<file path="src/rtl/imm_extend_pipe_if.sv">
// Valid/ready instruction-in / immediate-out bundle for imm_extend_pipe.
// master = producer/consumer side, slave = the immediate generator.
interface imm_extend_pipe_if #(
  parameter int XLEN = 32
);
  logic            in_valid;
  logic            in_ready;
  logic [31:0]     in_instr;
  logic [2:0]      ImmSrc;
  logic            out_valid;
  logic            out_ready;
  logic [XLEN-1:0] out_imm;
  logic [2:0]      out_type;
  logic            out_illegal;

  modport master (
    output in_valid, in_instr, ImmSrc, out_ready,
    input  in_ready, out_valid, out_imm, out_type, out_illegal
  );

  modport slave (
    input  in_valid, in_instr, ImmSrc, out_ready,
    output in_ready, out_valid, out_imm, out_type, out_illegal
  );
endinterface

</file>
<file path="src/rtl/imm_extend_pipe.sv">
// Registered RISC-V immediate generator with a 2-entry skid buffer, flush,
// optional opcode-based type decode and a saturating illegal-format counter.
module imm_extend_pipe #(
  parameter int XLEN        = 32,
  parameter int AUTO_DECODE = 0,
  parameter int CNT_W       = 8
) (
  input  logic                 clk,
  input  logic                 reset,
  input  logic                 flush,
  imm_extend_pipe_if.slave     bus,
  output logic [CNT_W-1:0]     illegal_cnt
);

  localparam logic [2:0] T_I    = 3'b000;
  localparam logic [2:0] T_S    = 3'b001;
  localparam logic [2:0] T_B    = 3'b010;
  localparam logic [2:0] T_J    = 3'b011;
  localparam logic [2:0] T_U    = 3'b100;
  localparam logic [2:0] T_Z    = 3'b101;
  localparam logic [2:0] T_ILL  = 3'b111;

  typedef enum logic [1:0] {EMPTY, ONE, FULL} state_t;

  function automatic logic [2:0] decode_type(input logic [31:0] instr);
    case (instr[6:0])
      7'b0010011, 7'b0000011, 7'b1100111, 7'b0011011: return T_I;
      7'b0100011:                                     return T_S;
      7'b1100011:                                     return T_B;
      7'b1101111:                                     return T_J;
      7'b0110111, 7'b0010111:                         return T_U;
      7'b1110011:                                     return instr[14] ? T_Z : T_I;
      default:                                        return T_ILL;
    endcase
  endfunction

  function automatic logic is_illegal(input logic [2:0] typ);
    return (typ == 3'b110) || (typ == 3'b111);
  endfunction

  // Every format is first built as a signed 32-bit value; the size cast then
  // sign-extends it to XLEN (zimm has bit 31 clear, so it zero-extends).
  function automatic logic signed [XLEN-1:0] extend(input logic [31:0] instr,
                                                    input logic [2:0]  typ);
    logic signed [31:0] v;
    v = '0;
    case (typ)
      T_I: v = {{20{instr[31]}}, instr[31:20]};
      T_S: v = {{20{instr[31]}}, instr[31:25], instr[11:7]};
      T_B: v = {{19{instr[31]}}, instr[31], instr[7], instr[30:25], instr[11:8], 1'b0};
      T_J: v = {{11{instr[31]}}, instr[31], instr[19:12], instr[20], instr[30:21], 1'b0};
      T_U: v = {instr[31:12], 12'b0};
      T_Z: v = {27'b0, instr[19:15]};
      default: v = '0;
    endcase
    return XLEN'(v);
  endfunction

  function automatic logic [CNT_W-1:0] sat_inc(input logic [CNT_W-1:0] cnt);
    return (&cnt) ? cnt : cnt + 1'b1;
  endfunction

  // ---- stage p0: combinational extension at the input ----
  logic [2:0]             dec_type_p0;
  logic [2:0]             in_type_p0;
  logic                   in_ill_p0;
  logic signed [XLEN-1:0] in_imm_p0;

  assign dec_type_p0 = decode_type(bus.in_instr);
  assign in_type_p0  = (AUTO_DECODE != 0) ? dec_type_p0 : bus.ImmSrc;
  assign in_ill_p0   = is_illegal(in_type_p0);
  assign in_imm_p0   = extend(bus.in_instr, in_type_p0);

  // ---- stage p1: head/skid buffer ----
  state_t                 state_q, state_d;
  logic                   rdy_q;
  logic                   vld_p1;
  logic                   accept, rel;
  logic                   load_head, load_skid, move_skid;
  logic [CNT_W-1:0]       cnt_q;

  logic signed [XLEN-1:0] head_imm_p1, skid_imm_p1;
  logic [2:0]             head_type_p1, skid_type_p1;
  logic                   head_ill_p1, skid_ill_p1;

  assign vld_p1 = (state_q != EMPTY);
  assign accept = bus.in_valid & rdy_q & ~flush;
  assign rel    = vld_p1 & bus.out_ready;

  always_comb begin
    state_d   = state_q;
    load_head = 1'b0;
    load_skid = 1'b0;
    move_skid = 1'b0;
    if (flush) begin
      state_d = EMPTY;
    end else begin
      case (state_q)
        EMPTY: begin
          if (accept) begin
            state_d   = ONE;
            load_head = 1'b1;
          end
        end
        ONE: begin
          if (accept && rel) begin
            load_head = 1'b1;
          end else if (accept) begin
            state_d   = FULL;
            load_skid = 1'b1;
          end else if (rel) begin
            state_d = EMPTY;
          end
        end
        FULL: begin
          if (rel) begin
            state_d   = ONE;
            move_skid = 1'b1;
          end
        end
        default: state_d = EMPTY;
      endcase
    end
  end

  always_ff @(posedge clk) begin
    if (reset) begin
      state_q <= EMPTY;
      rdy_q   <= 1'b1;
      cnt_q   <= '0;
    end else begin
      state_q <= state_d;
      rdy_q   <= (state_d != FULL);
      if (accept && in_ill_p0) begin
        cnt_q <= sat_inc(cnt_q);
      end
    end
  end

  always_ff @(posedge clk) begin
    if (reset) begin
      head_imm_p1  <= '0;
      head_type_p1 <= '0;
      head_ill_p1  <= 1'b0;
    end else if (load_head) begin
      head_imm_p1  <= in_imm_p0;
      head_type_p1 <= in_type_p0;
      head_ill_p1  <= in_ill_p0;
    end else if (move_skid) begin
      head_imm_p1  <= skid_imm_p1;
      head_type_p1 <= skid_type_p1;
      head_ill_p1  <= skid_ill_p1;
    end
  end

  always_ff @(posedge clk) begin
    if (load_skid) begin
      skid_imm_p1  <= in_imm_p0;
      skid_type_p1 <= in_type_p0;
      skid_ill_p1  <= in_ill_p0;
    end
  end

  assign bus.in_ready    = rdy_q;
  assign bus.out_valid   = vld_p1;
  assign bus.out_imm     = head_imm_p1;
  assign bus.out_type    = head_type_p1;
  assign bus.out_illegal = head_ill_p1;
  assign illegal_cnt     = cnt_q;

endmodule

</file>
<file path="src/flat_wrapper.sv">
// flat-port wrapper written by rule: the top's interface ports become plain ports
module imm_extend_pipe_flat 
#(
  parameter int XLEN        = 32,
  parameter int AUTO_DECODE = 0,
  parameter int CNT_W       = 8
)
  (clk, reset, flush, illegal_cnt, bus_in_valid, bus_in_instr, bus_ImmSrc, bus_out_ready, bus_in_ready, bus_out_valid, bus_out_imm, bus_out_type, bus_out_illegal);
  imm_extend_pipe_if #(.XLEN(XLEN)) bus_i ();
  input  logic clk;
  input  logic reset;
  input  logic flush;
  output logic [CNT_W-1:0] illegal_cnt;
  input wire logic [$bits(bus_i.in_valid)-1:0] bus_in_valid;
  input wire logic [$bits(bus_i.in_instr)-1:0] bus_in_instr;
  input wire logic [$bits(bus_i.ImmSrc)-1:0] bus_ImmSrc;
  input wire logic [$bits(bus_i.out_ready)-1:0] bus_out_ready;
  output wire logic [$bits(bus_i.in_ready)-1:0] bus_in_ready;
  output wire logic [$bits(bus_i.out_valid)-1:0] bus_out_valid;
  output wire logic [$bits(bus_i.out_imm)-1:0] bus_out_imm;
  output wire logic [$bits(bus_i.out_type)-1:0] bus_out_type;
  output wire logic [$bits(bus_i.out_illegal)-1:0] bus_out_illegal;
  assign bus_i.in_valid = bus_in_valid;
  assign bus_i.in_instr = bus_in_instr;
  assign bus_i.ImmSrc = bus_ImmSrc;
  assign bus_i.out_ready = bus_out_ready;
  assign bus_in_ready = bus_i.in_ready;
  assign bus_out_valid = bus_i.out_valid;
  assign bus_out_imm = bus_i.out_imm;
  assign bus_out_type = bus_i.out_type;
  assign bus_out_illegal = bus_i.out_illegal;
  imm_extend_pipe #(.XLEN(XLEN), .AUTO_DECODE(AUTO_DECODE), .CNT_W(CNT_W)) u_core (.clk(clk), .reset(reset), .flush(flush), .bus(bus_i), .illegal_cnt(illegal_cnt));
endmodule
</file>
<file path="config.mk">
export PLATFORM = sky130hd
export DESIGN_NAME = imm_extend_pipe_flat
export DESIGN_NICKNAME = d
export VERILOG_FILES = /design/src/rtl/imm_extend_pipe_if.sv /design/src/rtl/imm_extend_pipe.sv /design/src/flat_wrapper.sv
export SDC_FILE = /design/constraint.sdc
export NUM_CORES = 1
export LEC_CHECK = 0
export CORE_AREA = 2 2 89 91
export DETAILED_ROUTE_END_ITERATION = 8
export DIE_AREA = 0 0 91 93
export GPL_ROUTABILITY_DRIVEN = 0
export GPL_TIMING_DRIVEN = 0
export PLACE_DENSITY = 0.93
export SLEW_MARGIN = 20
export SYNTH_ARGS = -nofsm -noshare
export SYNTH_HDL_FRONTEND = slang
export SYNTH_SLANG_ARGS = --single-unit
</file>
<file path="constraint.sdc">
create_clock -name clk -period 9.36 [get_ports clk]
set_clock_uncertainty 0.15 [all_clocks]
set_input_delay 1.872 -clock clk [delete_from_list [all_inputs] [get_ports clk]]
set_output_delay 1.872 -clock clk [all_outputs]
set_load 0.01 [all_outputs]
</file>
; ---- Word level (Yosys, flattened, before mapping)
; Index checks and enable logic that the tools add are counted.
[totals]
ff_bits = 83
out_inout_bits = 46
word_cells = 58
[op_classes]
add_sub_neg = 1
eq_ne = 10
muxes = 24
bitwise_logic = 5
n_reduce_logical = 9
[op_table]
columns = operator, n
row1 = 32-bit case mux with 6 select lines, 1
row2 = 32-bit 2-to-1 mux, 2
row3 = "3-bit equality test, second input constant", 4
row4 = 2-bit 2-to-1 mux, 6
row5 = 1-bit 2-to-1 mux, 11
row6 = "8-bit by 1-bit adder with 8-bit output, second input constant", 1
row7 = 8-bit AND reduction, 1
row8 = "3-bit by 2-bit equality test with 1-bit output, second input constant", 2
row9 = 3-bit 2-to-1 mux, 2
row10 = 2-bit case mux with 3 select lines, 1
row11 = 2-bit nonzero test, 2
row12 = 1-bit bitwise AND, 3
row13 = "3-bit by 1-bit equality test with 1-bit output, second input constant", 1
row14 = 3-bit logical NOT, 1
row15 = "2-bit by 1-bit equality test with 1-bit output, second input constant", 1
row16 = "2-bit equality test, second input constant", 1
row17 = 1-bit logical AND, 2
row18 = 2-bit logical NOT, 1
row19 = "2-bit inequality test, second input constant", 1
row20 = 1-bit NOT, 2
row21 = 1-bit case mux with 2 select lines, 1
row22 = 2-bit AND reduction, 1
row23 = 1-bit logical OR, 1

; ---- Logic depth before layout (Yosys ltp)
[logic_depth]
depth_word = 8
depth_mapped = 7

; ---- Worst setup path before layout
; OpenSTA, ideal clock, no wires.
[synth_timing]
kind = input port to flip-flop
from = input flush
to = register u_core.skid_ill_p1 (enable)
setup_ns = 0.429
arrival_time_ns = 3.849
required_ns = 8.781
slack_ns = 4.932
cell_stages = 4
n_path_buf = 1
cell_sequence = and3b_1 buf_4 nand3_1 nor2_1
[synth_via]
elab_chain_len = 6
word_cells_on_any_way = 7
classes_between = mux: 4 / bitwise: 2 / reduce/logical: 1
[synth_lines]
columns = item, line_no
row1 = "start, declared", flat_wrapper.sv:12  ; input logic flush;
row2 = 1-bit NOT, imm_extend_pipe.sv:87  ; assign accept = bus.in_valid & rdy_q & ~flush;
row3 = 1-bit bitwise AND, imm_extend_pipe.sv:87
row4 = 1-bit 2-to-1 mux / 1-bit logical AND (equally long branches), "imm_extend_pipe.sv:108, imm_extend_pipe.sv:106"
row5 = 1-bit 2-to-1 mux, imm_extend_pipe.sv:106  ; if (accept && rel) begin
row6 = 1-bit 2-to-1 mux, imm_extend_pipe.sv:98  ; case (state_q)
row7 = 1-bit 2-to-1 mux (*), imm_extend_pipe.sv:95  ; if (flush) begin
row8 = via u_core.load_skid, imm_extend_pipe.sv:79  ; logic load_head, load_skid, move_skid;
row9 = "end signal, assigned", imm_extend_pipe.sv:160  ; skid_ill_p1 <= in_ill_p0;
row10 = "end, declared", imm_extend_pipe.sv:84  ; logic head_ill_p1, skid_ill_p1;
; The timed path passes the listed nets; every way through them passes the cells marked *.
; A chain may end at the register's enable or synchronous reset.

; ---- Final worst setup path
[layout_timing]
from = input bus_ImmSrc[2]
to = register u_core.head_imm_p1[7] (netlist: u_core.bus.out_imm[7])
[layout_via]
elab_chain_len = 3
word_cells_on_any_way = 8
classes_between = eq/ne: 5 / mux: 2 / reduce/logical: 1
[layout_lines]
columns = item, line_no
row1 = "start, declared", flat_wrapper.sv:16  ; input wire logic [$bits(bus_i.ImmSrc)-1:0] bus_ImmSrc;
row2 = 3-bit equality test (tied with other cells), imm_extend_pipe.sv:47  ; case (typ)
row3 = 32-bit case mux with 6 select lines (*), imm_extend_pipe.sv:47
row4 = 32-bit 2-to-1 mux (*), imm_extend_pipe.sv:145  ; end else if (load_head) begin
row5 = "end signal, assigned", imm_extend_pipe.sv:146  ; head_imm_p1 <= in_imm_p0;
row6 = "end signal, assigned", imm_extend_pipe.sv:150  ; head_imm_p1 <= skid_imm_p1;
row7 = "end, declared", imm_extend_pipe.sv:82  ; logic signed [XLEN-1:0] head_imm_p1, skid_imm_p1;
; Mark *: on every way between the ends. The rest lies on a longest branch, timed or not.

==> results.txt <==
The flow ran to the end, and the final reports show no timing, DRC or antenna violations. Setup repair after global routing left no endpoint under its margin. The share of layout cells above drive strength 1 came out at 15.57%. The total setup violations reported at the end of the flow came out at 0. For this run, the register share of the synthesized area comes to 50.45%. The relative slew slack is 37.88%. For this run, the number of Yosys warnings is 0. The final number of hold-violating endpoints came to 0. The synthesized instance count came out at 375. The count of distinct cell types in the synthesized netlist is 55. The per-cell routed wire length is 18.88 um. The starting density of the core came out at 53.24%. The region available for standard cell placement spans 7527 um2. The number of DRC markers after the initial detailed-route iteration is 206. The reg-to-reg endpoint is u_core.skid_imm_p1[19]. Yosys mapped a number of flops with a built-in enable equal to 36. Prior to clock tree synthesis, the placed netlist has a worst setup slack of 5.230 ns.

The DRC violations left came out at 0. The HPWL after detailed placement is 7728 um. The start of the worst register-to-register path is u_core.bus.in_ready. The antenna diode count came out at 0. The synthesis-to-layout area growth came out at 28.91%. TritonCTS created 9 clock buffers.

The die width is 91 um. The total instance count after detailed placement came out at 555. The count of instances resized after the clock tree is built is 0. The total number of vias came out at 3,455. The first-pass iteration count of the detailed router came out at 6. The critical path is of the input port to flop type. The height of the die is 93 um. Buffers inserted to repair hold after CTS numbered 0. The number of placement rows came out at 32. The total power density per cell area is 155.4 nW/um2. The worst hold path belongs to the class flop to flop. The count of final max-slew check failures came out at 0. The root cell of the clock tree is sky130_fd_sc_hd__clkbuf_8. The post-synth net total came out at 416. The utilization after layout is 68.63%. The worst hold path begins at u_core.bus.out_type[1]. After layout, the worst setup slack is 5.596 ns. Along the worst hold path, the cell count comes to 2. Timing would allow up to 265.7 MHz. The kind of end point of the critical path is a flop. The average cell area after synthesis came out at 10.69 um2. The number of H-tree levels came out at 3.

The transition at the pin with the smallest max-transition slack came out at 0.9233 ns. The fraction of registers with async set or reset after synthesis is 0%. Global routing used 26.06% of the available tracks across all layers. The number of cells in the finished layout apart from fillers is 571. The setup slack of the worst register-to-register path came out at 7.39 ns. The total power is 802.7 uW.

The via count of the first global-routing pass came out at 3,391. The post-CTS setup-driven buffer insertion count is 0. In the final layout, the multi-input gates occupy 1772 um2. The leakage power is 0.001822 uW. The clock tree from TritonCTS is built.

At the worst endpoint, the required time is 9.50 ns. The initial antenna violation count is 0. The biggest area contributor in the post-synthesis netlist is sky130_fd_sc_hd__edfxtp_1. The wire length after detailed routing is 10,780 um. The clock-pin slew on the worst setup and hold paths is 0.09 ns. The final setup TNS came out at 0 ns. The worst path needs 3.764 ns of the cycle, external delays included.

The count of filler cells inserted in the layout is 556. The type of origin of the critical path is an input port. The die covers 8463 um2.

The first-pass GRT wire length is 17,310 um. The path depth of the worst reg2reg path came out at 5. Ranked by total cell area, the synthesized netlist is headed by sky130_fd_sc_hd__edfxtp_1, sky130_fd_sc_hd__dfxtp_1, sky130_fd_sc_hd__a311oi_2. The total congestion overflow came out at 0. The clock latency at the later pin of the worst-skew pair is 0.36 ns.

The maximum count of clock buffers along a single path is 2. For this design the top-level I/O count stands at 86. The final layout net count came out at 505.

The capture endpoint of the worst hold path is u_core.bus.out_type[1]. The max-cap check violation count came out at 0. The via-per-instance ratio is 6.051.

The largest net degree at the start of global routing is 27. The number of storage elements in the synthesis netlist came out at 83. The top fanout value on the critical path is 10. The synthesized cell area came out at 4008 um2. The share of the cycle needed by the critical path after routing came out at 40.22%. In the synthesized netlist the dominant register cell turns out to be sky130_fd_sc_hd__dfxtp_1.

The area taken by flip-flops and latches came out at 2022 um2. In this run the remaining antenna-violating nets after routing total 0. For this design, the sink count on the clock tree is 83. IR analysis of the VDD net gives a maximum drop of 0.07427 mV.

The commonest cells after synthesis are sky130_fd_sc_hd__nand2_1, sky130_fd_sc_hd__dfxtp_1, sky130_fd_sc_hd__edfxtp_1. sky130_fd_sc_hd__nand2_1 is the most common cell in the netlist. During placement, the flow inserted port buffers numbering 77. The area fraction of the dominant cell type after synthesis came out at 26.97%. The data arrival time of the worst path is 3.91 ns.
cell usage in the layout, fill, tap and decap left out, drive strengths merged, types with 3 or more instances in the layout:
master and count:
xor2 3, nor2 34, clkbuf 17, clkdlybuf4s50 77, nand2 56, nand4b 12
mux2i 10, o221ai 3, a311oi 18, inv 5, a211oi 10, o31ai 3
edfxtp 36, o21ai 5, a21oi 20, or4 3, a22oi 6, nand4bb 8
nor2b 8, nand3 4, nand4 10, or3 3, a21o 11, dfxtp 47
buf 27
area by class of cell:
| type | count | share of cell area [%] |
|---|---|---|
| clock inverter | 7 | 1.962 |
| multi-input combinational | 254 | 34.29 |
| sequential | 83 | 39.14 |
| inverter | 4 | 0.2906 |
| clock buffer | 9 | 2.398 |
| timing repair buffer | 78 | 15.45 |
| buffer | 34 | 3.996 |
| tap | 102 | 2.470 |
worst max-delay path, stage by stage:
cell and delay, ns:
sky130_fd_sc_hd__clkdlybuf4s50_1 0.53, sky130_fd_sc_hd__buf_6 0.20, sky130_fd_sc_hd__buf_6 0.14, sky130_fd_sc_hd__nor4_1 0.80
sky130_fd_sc_hd__a222oi_1 0.19, sky130_fd_sc_hd__nor2_1 0.17
sequential cells by signal (all words and copies together) (netlist names):
name / flops
u_core.bus.in_ready: 1
u_core.skid_ill_p1: 1
u_core.bus.out_illegal: 1
u_core.illegal_cnt: 8
u_core.state_q: 2
u_core.bus.out_type: 3
u_core.skid_type_p1: 3
u_core.bus.out_imm: 32
u_core.skid_imm_p1: 32
metal layers:
| layer | GRT usage (%) | vias to the layer above | wire (um) | part of all wire, % |
|---|---|---|---|---|
| met3 | 5.157 | 18 | 744 | 6.9 |
| met4 | 9.470 | 0 | 186 | 1.7 |
| met1 | 33.61 | 1684 | 4456 | 41 |
| li1 | - | 1583 | - | - |
| met5 | 0 | - | 0 | 0 |
| met2 | 43.77 | 170 | 5393 | 50 |
cells by family after synthesis:
family / synth area share (%)
AO/OA/AOI/OAI: 19.11
XOR/XNOR: 0.8743
adder cells (fa/ha/maj): 0.3122
buffers and inverters: 5.526
flip-flops: 50.45
multiplexers: 2.498
AND/OR/NAND/NOR: 21.23
worst max path at each step:
stage / start / endpoint / slack, ns / cells after the start
CTS: bus_ImmSrc[2] / u_core.bus.out_imm[7] / 5.61 / 6
global route: bus_ImmSrc[2] / u_core.bus.out_imm[9] / 5.49 / 6
global placement: flush / u_core.skid_type_p1[0] / 3.74 / 5
detailed placement: bus_ImmSrc[2] / u_core.bus.out_imm[7] / 5.23 / 6
finish: bus_ImmSrc[2] / u_core.bus.out_imm[7] / 5.60 / 6
floorplan: flush / u_core.skid_ill_p1 / 4.93 / 4
where the power goes:
part	total, uW	internal (uW)	switching [uW]
Sequential	395	389	6.61
Combinational	115	56.6	58.7
Clock	292	152	140
per-stage QoR:
step	cell area, um2	hold slack, ns
after CTS	5166	0.3121
after global routing	5166	0.3282
after floorplan	4008	0.3067
after global placement	4906	0.2915
after detailed placement	4941	0.2997
final	5166	0.3108
(Power assumes the default switching activity.)
